==> src/rtl/beat_sequencer_pkg.sv <==
// Shared definitions for the beat sequencer: the instruction-cycle phase
// enum, the 3-bit function codes, and the helpers that derive the beat length
// and digit-counter width from the word geometry.
package beat_sequencer_pkg;

  typedef enum logic [2:0] {
    PH_STOP,
    PH_SCAN1,
    PH_ACTION1,
    PH_SCAN2,
    PH_ACTION2
  } phase_t;

  localparam logic [2:0] FN_JMP     = 3'b000;
  localparam logic [2:0] FN_JRP     = 3'b001;
  localparam logic [2:0] FN_LDN     = 3'b010;
  localparam logic [2:0] FN_STO     = 3'b011;
  localparam logic [2:0] FN_SUB     = 3'b100;
  localparam logic [2:0] FN_SUB_ALT = 3'b101;
  localparam logic [2:0] FN_CMP     = 3'b110;
  localparam logic [2:0] FN_STP     = 3'b111;

  function automatic int beat_len(input int instr_bits, input int flyback);
    return instr_bits + flyback;
  endfunction

  function automatic int digit_w(input int instr_bits, input int flyback);
    return $clog2(instr_bits + flyback) + 1;
  endfunction

endpackage

==> src/rtl/beat_counter.sv <==
// Free-running digit counter for one beat, plus the end-of-beat decode.
// Ports:
//   clk   - digit clock
//   rst   - synchronous active-high reset
//   digit - current digit, 0..BEAT_LEN-1, wraps to 0
//   xtb   - high on the last digit of the beat
module beat_counter
  import beat_sequencer_pkg::*;
#(
  parameter int INSTR_BITS   = 20,
  parameter int FLYBACK_TIME = 4,
  localparam int BEAT_LEN    = beat_len(INSTR_BITS, FLYBACK_TIME),
  localparam int DW          = digit_w(INSTR_BITS, FLYBACK_TIME)
) (
  input  logic          clk,
  input  logic          rst,
  output logic [DW-1:0] digit,
  output logic          xtb
);

  localparam logic [DW-1:0] LAST = DW'(BEAT_LEN - 1);

  assign xtb = (digit == LAST);

  always_ff @(posedge clk) begin
    if (rst)      digit <= '0;
    else if (xtb) digit <= '0;
    else          digit <= digit + 1'b1;
  end

endmodule

==> src/rtl/beat_sequencer.sv <==
// Beat and phase controller for the serial accumulator datapath.
// Steps STOP -> SCAN1 -> ACTION1 -> SCAN2 -> ACTION2 on beat boundaries,
// latches the function bits at the end of ACTION1 and drives the
// accumulator control lines and control-instruction increment pulses.
// Ports:
//   w_CLK, w_RST   - digit clock, synchronous active-high reset
//   w_RUN          - continuous-run level
//   w_KCC          - single-shot request pulse (honoured only in STOP)
//   b_FUNC         - instruction bits 13..15, sampled on ACTION1 end-of-beat
//   w_A_SIGN       - serial accumulator output, sign digit sampled for CMP
//   b_DIGIT, w_XTB - digit number and end-of-beat pulse
//   w_ACTION_WF    - low only during ACTION2
//   w_INSTR_1_14/15- latched function bits 1 and 2
//   w_A_ZERO       - read-zero force during ACTION2 of LDN
//   w_CI_INC       - control-instruction increment pulse
//   w_STOPPED      - high in STOP
module beat_sequencer
  import beat_sequencer_pkg::*;
#(
  parameter int INSTR_BITS   = 20,
  parameter int FLYBACK_TIME = 4,
  localparam int DW          = digit_w(INSTR_BITS, FLYBACK_TIME)
) (
  input  logic          w_CLK,
  input  logic          w_RST,
  input  logic          w_RUN,
  input  logic          w_KCC,
  input  logic [2:0]    b_FUNC,
  input  logic          w_A_SIGN,
  output logic [DW-1:0] b_DIGIT,
  output logic          w_XTB,
  output logic          w_ACTION_WF,
  output logic          w_INSTR_1_14,
  output logic          w_INSTR_1_15,
  output logic          w_A_ZERO,
  output logic          w_CI_INC,
  output logic          w_STOPPED
);

  localparam logic [DW-1:0] SIGN_DIGIT = DW'(INSTR_BITS - 1);

  phase_t     phase, phase_nxt;
  logic       pending;   // KCC seen in STOP, waiting for the boundary
  logic       hold;      // stopped by STP: RUN must drop before it restarts us
  logic       skip;      // CMP saw a negative accumulator
  logic [2:0] func_lat;
  logic       start;

  beat_counter #(
    .INSTR_BITS  (INSTR_BITS),
    .FLYBACK_TIME(FLYBACK_TIME)
  ) u_cnt (
    .clk  (w_CLK),
    .rst  (w_RST),
    .digit(b_DIGIT),
    .xtb  (w_XTB)
  );

  // Raw w_KCC is included so a request on the boundary digit itself is taken.
  assign start = pending | w_KCC | (w_RUN & ~hold);

  always_comb begin
    phase_nxt = phase;
    if (w_XTB) begin
      unique case (phase)
        PH_STOP:    if (start) phase_nxt = PH_SCAN1;
        PH_SCAN1:   phase_nxt = PH_ACTION1;
        PH_ACTION1: phase_nxt = PH_SCAN2;
        PH_SCAN2:   phase_nxt = PH_ACTION2;
        PH_ACTION2: phase_nxt = (func_lat == FN_STP || !w_RUN) ? PH_STOP : PH_SCAN1;
        default:    phase_nxt = PH_STOP;
      endcase
    end
  end

  always_ff @(posedge w_CLK) begin
    if (w_RST) begin
      phase    <= PH_STOP;
      pending  <= 1'b0;
      hold     <= 1'b0;
      skip     <= 1'b0;
      func_lat <= FN_JMP;
    end else begin
      phase <= phase_nxt;
      if (phase == PH_STOP) begin
        if (w_XTB && start) begin
          pending <= 1'b0;
          hold    <= 1'b0;
        end else begin
          if (w_KCC)  pending <= 1'b1;
          if (!w_RUN) hold    <= 1'b0;
        end
      end
      if (phase == PH_ACTION1 && w_XTB)
        func_lat <= b_FUNC;
      if (phase == PH_ACTION2 && func_lat == FN_CMP && b_DIGIT == SIGN_DIGIT && w_A_SIGN)
        skip <= 1'b1;
      // End of ACTION2: skip is consumed by the pulse on this digit.
      if (phase == PH_ACTION2 && w_XTB) begin
        skip <= 1'b0;
        if (func_lat == FN_STP) hold <= 1'b1;
      end
    end
  end

  assign w_STOPPED    = (phase == PH_STOP);
  assign w_ACTION_WF  = (phase != PH_ACTION2);
  assign w_A_ZERO     = (phase == PH_ACTION2) && (func_lat == FN_LDN);
  assign w_CI_INC     = w_XTB && ((phase == PH_SCAN1) || (phase == PH_ACTION2 && skip));
  assign w_INSTR_1_14 = func_lat[1];
  assign w_INSTR_1_15 = func_lat[2];

endmodule

==> config.mk <==
export PLATFORM = sky130hd
export DESIGN_NAME = beat_sequencer
export DESIGN_NICKNAME = d
export VERILOG_FILES = /design/src/rtl/beat_sequencer_pkg.sv /design/src/rtl/beat_counter.sv /design/src/rtl/beat_sequencer.sv
export SDC_FILE = /design/constraint.sdc
export NUM_CORES = 1
export LEC_CHECK = 0
export ABC_AREA = 0
export CAP_MARGIN = 10
export CORE_UTILIZATION = 45
export DETAILED_ROUTE_END_ITERATION = 16
export PLACE_DENSITY = 0.72
export SETUP_SLACK_MARGIN = 0.4
export SLEW_MARGIN = 20
export SYNTH_ARGS = -nofsm -noshare
export SYNTH_HDL_FRONTEND = slang
export SYNTH_SLANG_ARGS = --single-unit
export TNS_END_PERCENT = 50
==> constraint.sdc <==
create_clock -name w_CLK -period 2 [get_ports w_CLK]
set_clock_uncertainty 0.15 [all_clocks]
set_input_delay 0.3 -clock w_CLK [delete_from_list [all_inputs] [get_ports w_CLK]]
set_output_delay 0.3 -clock w_CLK [all_outputs]
set_load 0.01 [all_outputs]
==> results of run 1 <==
cells by family (layout without fill, tap and decap cells):
kind of cell,Yosys count,in the layout,share of synthesized area
AO/OA/AOI/OAI,15,15,0.125
XOR/XNOR,3,3,0.0355
adder cells (fa/ha/maj),1,1,0.0169
buffers and inverters,7,48,0.0845
flip-flops,15,15,0.405
multiplexers,3,3,0.0405
AND/OR/NAND/NOR,37,37,0.292
Yosys cell counts, types with 3 or more instances:
| cell | count | area [sq um] |
|---|---|---|
| a21oi_1 | 5 | 25.0 |
| xnor2_1 | 3 | 26.3 |
| nor3_1 | 5 | 25.0 |
| dfxtp_1 | 15 | 300 |
| nor2_1 | 9 | 33.8 |
| mux2i_1 | 3 | 30.0 |
| o21ai_0 | 4 | 20.0 |
| nand2_1 | 4 | 15.0 |
routing by layer:
layer / vias up / part of all wire / track usage
met5: - / 0 / 0
met2: 18 / 0.49 / 0.360
met1: 354 / 0.47 / 0.306
met4: 0 / 0.0073 / 0.0938
li1: 376 / - / -
met3: 2 / 0.026 / 0.0388
worst max-delay path: stages, from the launching register on:
cell and delay, ps:
dfxtp_2 340, buf_6 130, nand4bb_1 230, nor3_2 170
buf_2 150
cell type report:
cell class	instances	area, sq um	share of cell area
clock buffers	4	26.3	0.0228
inverters	2	7.51	0.00652
repair buffers	42	362	0.314
well taps	16	20.0	0.0174
flip-flops and latches	15	315	0.274
multi-input cells	59	420	0.365
where the power goes:
part	total (W)	switching, W	internal [W]
clock network	0.000175	0.0000972	0.0000774
logic	0.0000588	0.0000214	0.0000374
registers	0.000309	0.00000608	0.000303
total	0.000543	0.000125	0.000418
through the flow:
| step | hold slack [ps] | std cells | util | worst slack [ps] | total power [W] |
|---|---|---|---|---|---|
| 2_1_floorplan | 294 | 81 | - | 448 | 0.000337 |
| 3_3_place_gp | 302 | 123 | 0.652 | 99.7 | 0.000367 |
| 3_5_place_dp | 317 | 123 | 0.652 | 27.1 | 0.000368 |
| 4_1_cts | 361 | 133 | 0.714 | 230 | 0.000552 |
| 5_1_grt | 414 | 138 | 0.755 | 180 | 0.000568 |
| 6_report | 389 | 138 | 0.755 | 258 | 0.000543 |
timing repair:
action / 4_1_cts / 5_1_grt
pin swaps: 4 / 1
setup endpoints to repair: 13 / 15
buffers inserted: 6 / 5
resized for setup: 37 / 10
sequential cells by signal (all words and copies together) (netlist names):
name,flops
u_cnt.digit,6
func_lat,3
phase,3
hold,1
pending,1
skip,1
final timing paths:
kind / startpoint / to / slack [ps] / cells past startpoint
worst max-delay path: phase[0] / w_A_ZERO / 260 / 4
worst min-delay path: pending / pending / 390 / 2
worst max register to register: u_cnt.digit[5] / func_lat[0] / 400 / 6
worst min register to register: pending / pending / 390 / 2
==> results.toml, run 1 <==
[global_routing]
grt_pass1_wl_microns = 3120
antenna_found_initial = 0
grt_usage = 0.228
grt_pass1_vias = 696
grt_overflow_total = 0
grt_start_max_net_pins = 10

[cells_and_area]
final_nets = 132
insertedDiodeCount = 0
most-common-layout-cells = "21 x buf_4, 9 x clkdlybuf4s50_1, 8 x nor2_1"
synthToLayoutAreaGrowth_pct = 55.4
drive_gt1_frac = 0.402
nFillCells = 109
layout_commonest_cell = "buf_4"
stdcell_area_sq_mm = 0.00115

[worst_setup_path]
path_max_fanout = 7
crit_type = "register to output port"
cp-end-kind = "output port"
arrival_ps = 1290
cp_data_required_time_ps = 1550
start_kind = "register"

[die]
core_sq_mm = 0.00152
die_y_microns = 42.6
initial_utilization = 0.486
die_w_microns = 42.6
dieArea_sq_mm = 0.00181
io_pins = 21
num_rows = 14

[route]
drc = 0
drtIter0Drc = 11
via_per_inst = 5.43
drtPass1Iterations = 4
wl_per_cell_microns = 13.9
vias = 750
postRouteAntennaNets = 0
drt-total-wl_microns = 1930

[logic_synthesis]
synth_edf_count = 0
yosysSeqAreaShare = 0.405
synth_seq_cells = 15
syn_area_per_cell_sq_um = 9.14
synth_area_sq_um = 741
async_reset_ff_frac = 0
synthesis.instances = 81
ys_warn_count = 0
syn-num-nets = 90
ys_types = 32
synth_flop_cell = "dfxtp_1"

[clocking]
clk_pin_slew_ps = 90
h-tree-depth = 1
cts_tree = "done"
cts.hold.buffers_added = 0
clk_latency_ps = 280
cts_buffer_depth = 2
cts_buffers = 3
cts.sinks = 15
clock-root-buffer = "clkbuf_4"

[timing]
worstMarginPinSlew_ps = 379
final_max_slew_viol_count = 0
period_share = 0.871
rsz0062_at_grt = "yes"
setup_tns_ps = 0
layout_min_cycle_time_ps = 1740
final-hold-violation-count = 0
fmax_ghz = 0.574
setup_viol = 0
max_slew_margin = 0.744

[place]
portBuffers = 20
place_hpwl_microns = 1270
gp_congestion = 0.826
place_area_sq_um = 993

[power]
static-leakage-power_nw = 0.566
power_density_mw_per_mm2 = 471
ir_drop_v = 0.000441

[job]
max_cap_viol_count = 0

[run_status]
status = "completed"

[min_path]
hold_path.class = "register to register"
Power figures use the tool's default switching activity.
==> inputs of run 2 (changes only) <==
--- a/config.mk
+++ b/config.mk
@@ -15,4 +15,4 @@
 export SYNTH_ARGS = -nofsm -noshare
 export SYNTH_HDL_FRONTEND = slang
 export SYNTH_SLANG_ARGS = --single-unit
-export TNS_END_PERCENT = 50
+export TNS_END_PERCENT = 30
==> run 2 against run 1 <==
Global-route usage down 0.89 points; final area down 2.7%; hold slack got worse by 29 ps; setup slack got worse by 15 ps; sequential share of layout area rose by 0.65 points; critical path depth is 1 lower; sequential cell count unchanged; sequential power barely moved; first-iteration DRC count shrank 36%; count of clock-buffer cells in the layout stayed put; routed wire length shrank 5.7%; maximum frequency decreased by 0.87%; critical path type unchanged; largest cell class unchanged.
==> results.toml, run 2 (synthesis results as in run 1) <==
[global_routing]
grt_usage = 0.219
grt_start_max_net_pins = 10
grt_pass1_wl_microns = 3000
grt_pass1_vias = 681
antenna_found_initial = 0
grt_overflow_total = 0

[place]
pre_cts_ws_ps = 27.1
place_hpwl_microns = 1270
portBuffers = 20
place_area_sq_um = 993
gp_congestion = 0.826

[clocking]
clk_latency_ps = 280
cts_tree = "done"
clk_pin_slew_ps = 90
cts_buffers = 3
cts.hold.buffers_added = 0
clock-root-buffer = "clkbuf_4"
cts.sinks = 15
h-tree-depth = 1
cts_buffer_depth = 2

[job]
max_cap_viol_count = 0

[min_path]
hold_path.class = "register to register"

[timing]
layout_min_cycle_time_ps = 1760
final_max_slew_viol_count = 0
fmax_ghz = 0.569
period_share = 0.878
rsz0062_at_grt = "yes"
setup_viol = 0
worst_slack_ps = 243
hold_ws_ps = 360
worstMarginPinSlew_ps = 348
final-hold-violation-count = 0
max_slew_margin = 0.767
setup_tns_ps = 0

[route]
vias = 747
postRouteAntennaNets = 0
drtPass1Iterations = 4
wl_per_cell_microns = 13.4
drtIter0Drc = 7
drc = 0
drt-total-wl_microns = 1820
via_per_inst = 5.53

[worst_setup_path]
reg2reg_slack_ps = 390
reg2reg_depth = 6
start_kind = "register"
reg2reg_from = "u_cnt.digit[5]"
timing.rr.end = "func_lat[1]"
critPathSlowestCell = "dfxtp_4"
crit_type = "register to output port"
crit_family = "buffers and inverters"
cp.depth = 3
arrival_ps = 1310
cp_num_buf_inv = 2
cpPeakStageDelay_ps = 370
crit_chain = "buf_4 -> nor3_1 -> dlygate4sd2_1"
cp-endpoint = "w_STOPPED"
worstSetupStartpoint = "phase[2]"
path_max_fanout = 6
cp_data_required_time_ps = 1550
cp-end-kind = "output port"

[cells_and_area]
largest_reg_flops = 6
stdcell_area_sq_mm = 0.00112
layout_commonest_cell = "buf_4"
synthToLayoutAreaGrowth_pct = 51.2
most-common-layout-cells = "18 x buf_4, 14 x clkdlybuf4s50_1, 8 x nor2_1, 8 x dfxtp_1"
drive_gt1_frac = 0.370
insertedDiodeCount = 0
regMostFlops = "u_cnt.digit"
reg.largest.list = "u_cnt.digit: 6 flops, func_lat: 3 flops, phase: 3 flops"
final_nets = 129

[power]
power_density_mw_per_mm2 = 486
ir_drop_v = 0.000441
power_w = 0.000545
p_clk_frac = 0.322
combPwrFrac = 0.110
p_sw_frac = 0.230
seqPwrFrac = 0.568
static-leakage-power_nw = 0.482
p_int_w = 0.000419
p_switching_w = 0.000125

[die]
core_sq_mm = 0.00152
die_w_microns = 42.6
dieArea_sq_mm = 0.00181
num_rows = 14
initial_utilization = 0.486
io_pins = 21
die_y_microns = 42.6

[run_status]
status = "completed"
## run 2: cell count changes in the layout (fill, tap and decap cells not counted)
cell,before,now
nor3_1,3,4
nor3_2,2,1
nand2_1,4,3
clkdlybuf4s50_1,9,14
clkbuf_2,0,1
nand2_2,0,1
dfxtp_2,6,5
buf_2,4,2
dlymetal6s2s_1,5,1
dfxtp_1,7,8
buf_4,21,18
## run 2: metrics by stage
| step | utilization | instances |
|---|---|---|
| after CTS | 0.710 | 132 |
| after detailed placement | 0.652 | 123 |
| after floorplan | - | 81 |
| final | 0.735 | 135 |
| after global routing | 0.735 | 135 |
| after global placement | 0.652 | 123 |
## run 2: worst register-to-register path: stages (launching register included)
cell	delay (ps)
dfxtp_4	370
nor3b_4	260
buf_4	150
buf_4	100
nand4_1	220
mux2i_1	220
nor2_1	50
## run 2: how the worst min path moves through the flow
| stage | startpoint | endpoint | cells past startpoint |
|---|---|---|---|
| 6_report | phase[2] | phase[2] | 2 |
| 5_1_grt | phase[2] | phase[2] | 2 |
| 4_1_cts | phase[2] | phase[2] | 2 |
| 3_5_place_dp | u_cnt.digit[0] | u_cnt.digit[0] | 1 |
| 3_3_place_gp | u_cnt.digit[0] | u_cnt.digit[0] | 1 |
| 2_1_floorplan | b_FUNC[0] | func_lat[0] | 2 |
## run 2: repair_timing
action,4_1_cts,5_1_grt
setup buffers,5,3
setup endpoints to repair,13,16
pin swaps,3,1
gates resized for setup,28,9
## run 2: metal layers
metal | up-vias | global-route usage | part of all wire
li1 | 370 | - | -
met1 | 345 | 0.290 | 0.43
met2 | 30 | 0.348 | 0.51
met3 | 2 | 0.0388 | 0.055
met4 | 0 | 0.0938 | 0.0077
met5 | - | 0 | 0
## run 2: layout make-up
class | instances | area [sq um]
sequential | 15 | 314
fill | 107 | 404
tap | 16 | 20.0
multi-input combinational | 59 | 418
clock buffer | 4 | 26.3
timing repair buffer | 39 | 334
inverter | 2 | 7.51
## run 2: power by group through the flow
stage / sequential [W] / clock, W / combinational, W
3_5_place_dp: 0.000317 / 0 / 0.0000509
6_report: 0.000309 / 0.000176 / 0.0000599
5_1_grt: 0.000310 / 0.000193 / 0.0000663
3_3_place_gp: 0.000316 / 0 / 0.0000507
4_1_cts: 0.000312 / 0.000182 / 0.0000592
2_1_floorplan: 0.000319 / 0 / 0.0000179
==> inputs of run 3 (changes only) <==
--- a/config.mk
+++ b/config.mk
@@ -5,13 +5,12 @@
 export SDC_FILE = /design/constraint.sdc
 export NUM_CORES = 1
 export LEC_CHECK = 0
-export ABC_AREA = 0
 export CAP_MARGIN = 10
 export CORE_UTILIZATION = 45
 export DETAILED_ROUTE_END_ITERATION = 16
 export PLACE_DENSITY = 0.72
 export SETUP_SLACK_MARGIN = 0.4
-export SLEW_MARGIN = 20
+export SLEW_MARGIN = 25
 export SYNTH_ARGS = -nofsm -noshare
 export SYNTH_HDL_FRONTEND = slang
 export SYNTH_SLANG_ARGS = --single-unit
==> results of run 3 <==
Same layout as run 2: the final DEF is identical, and so are final timing and power.
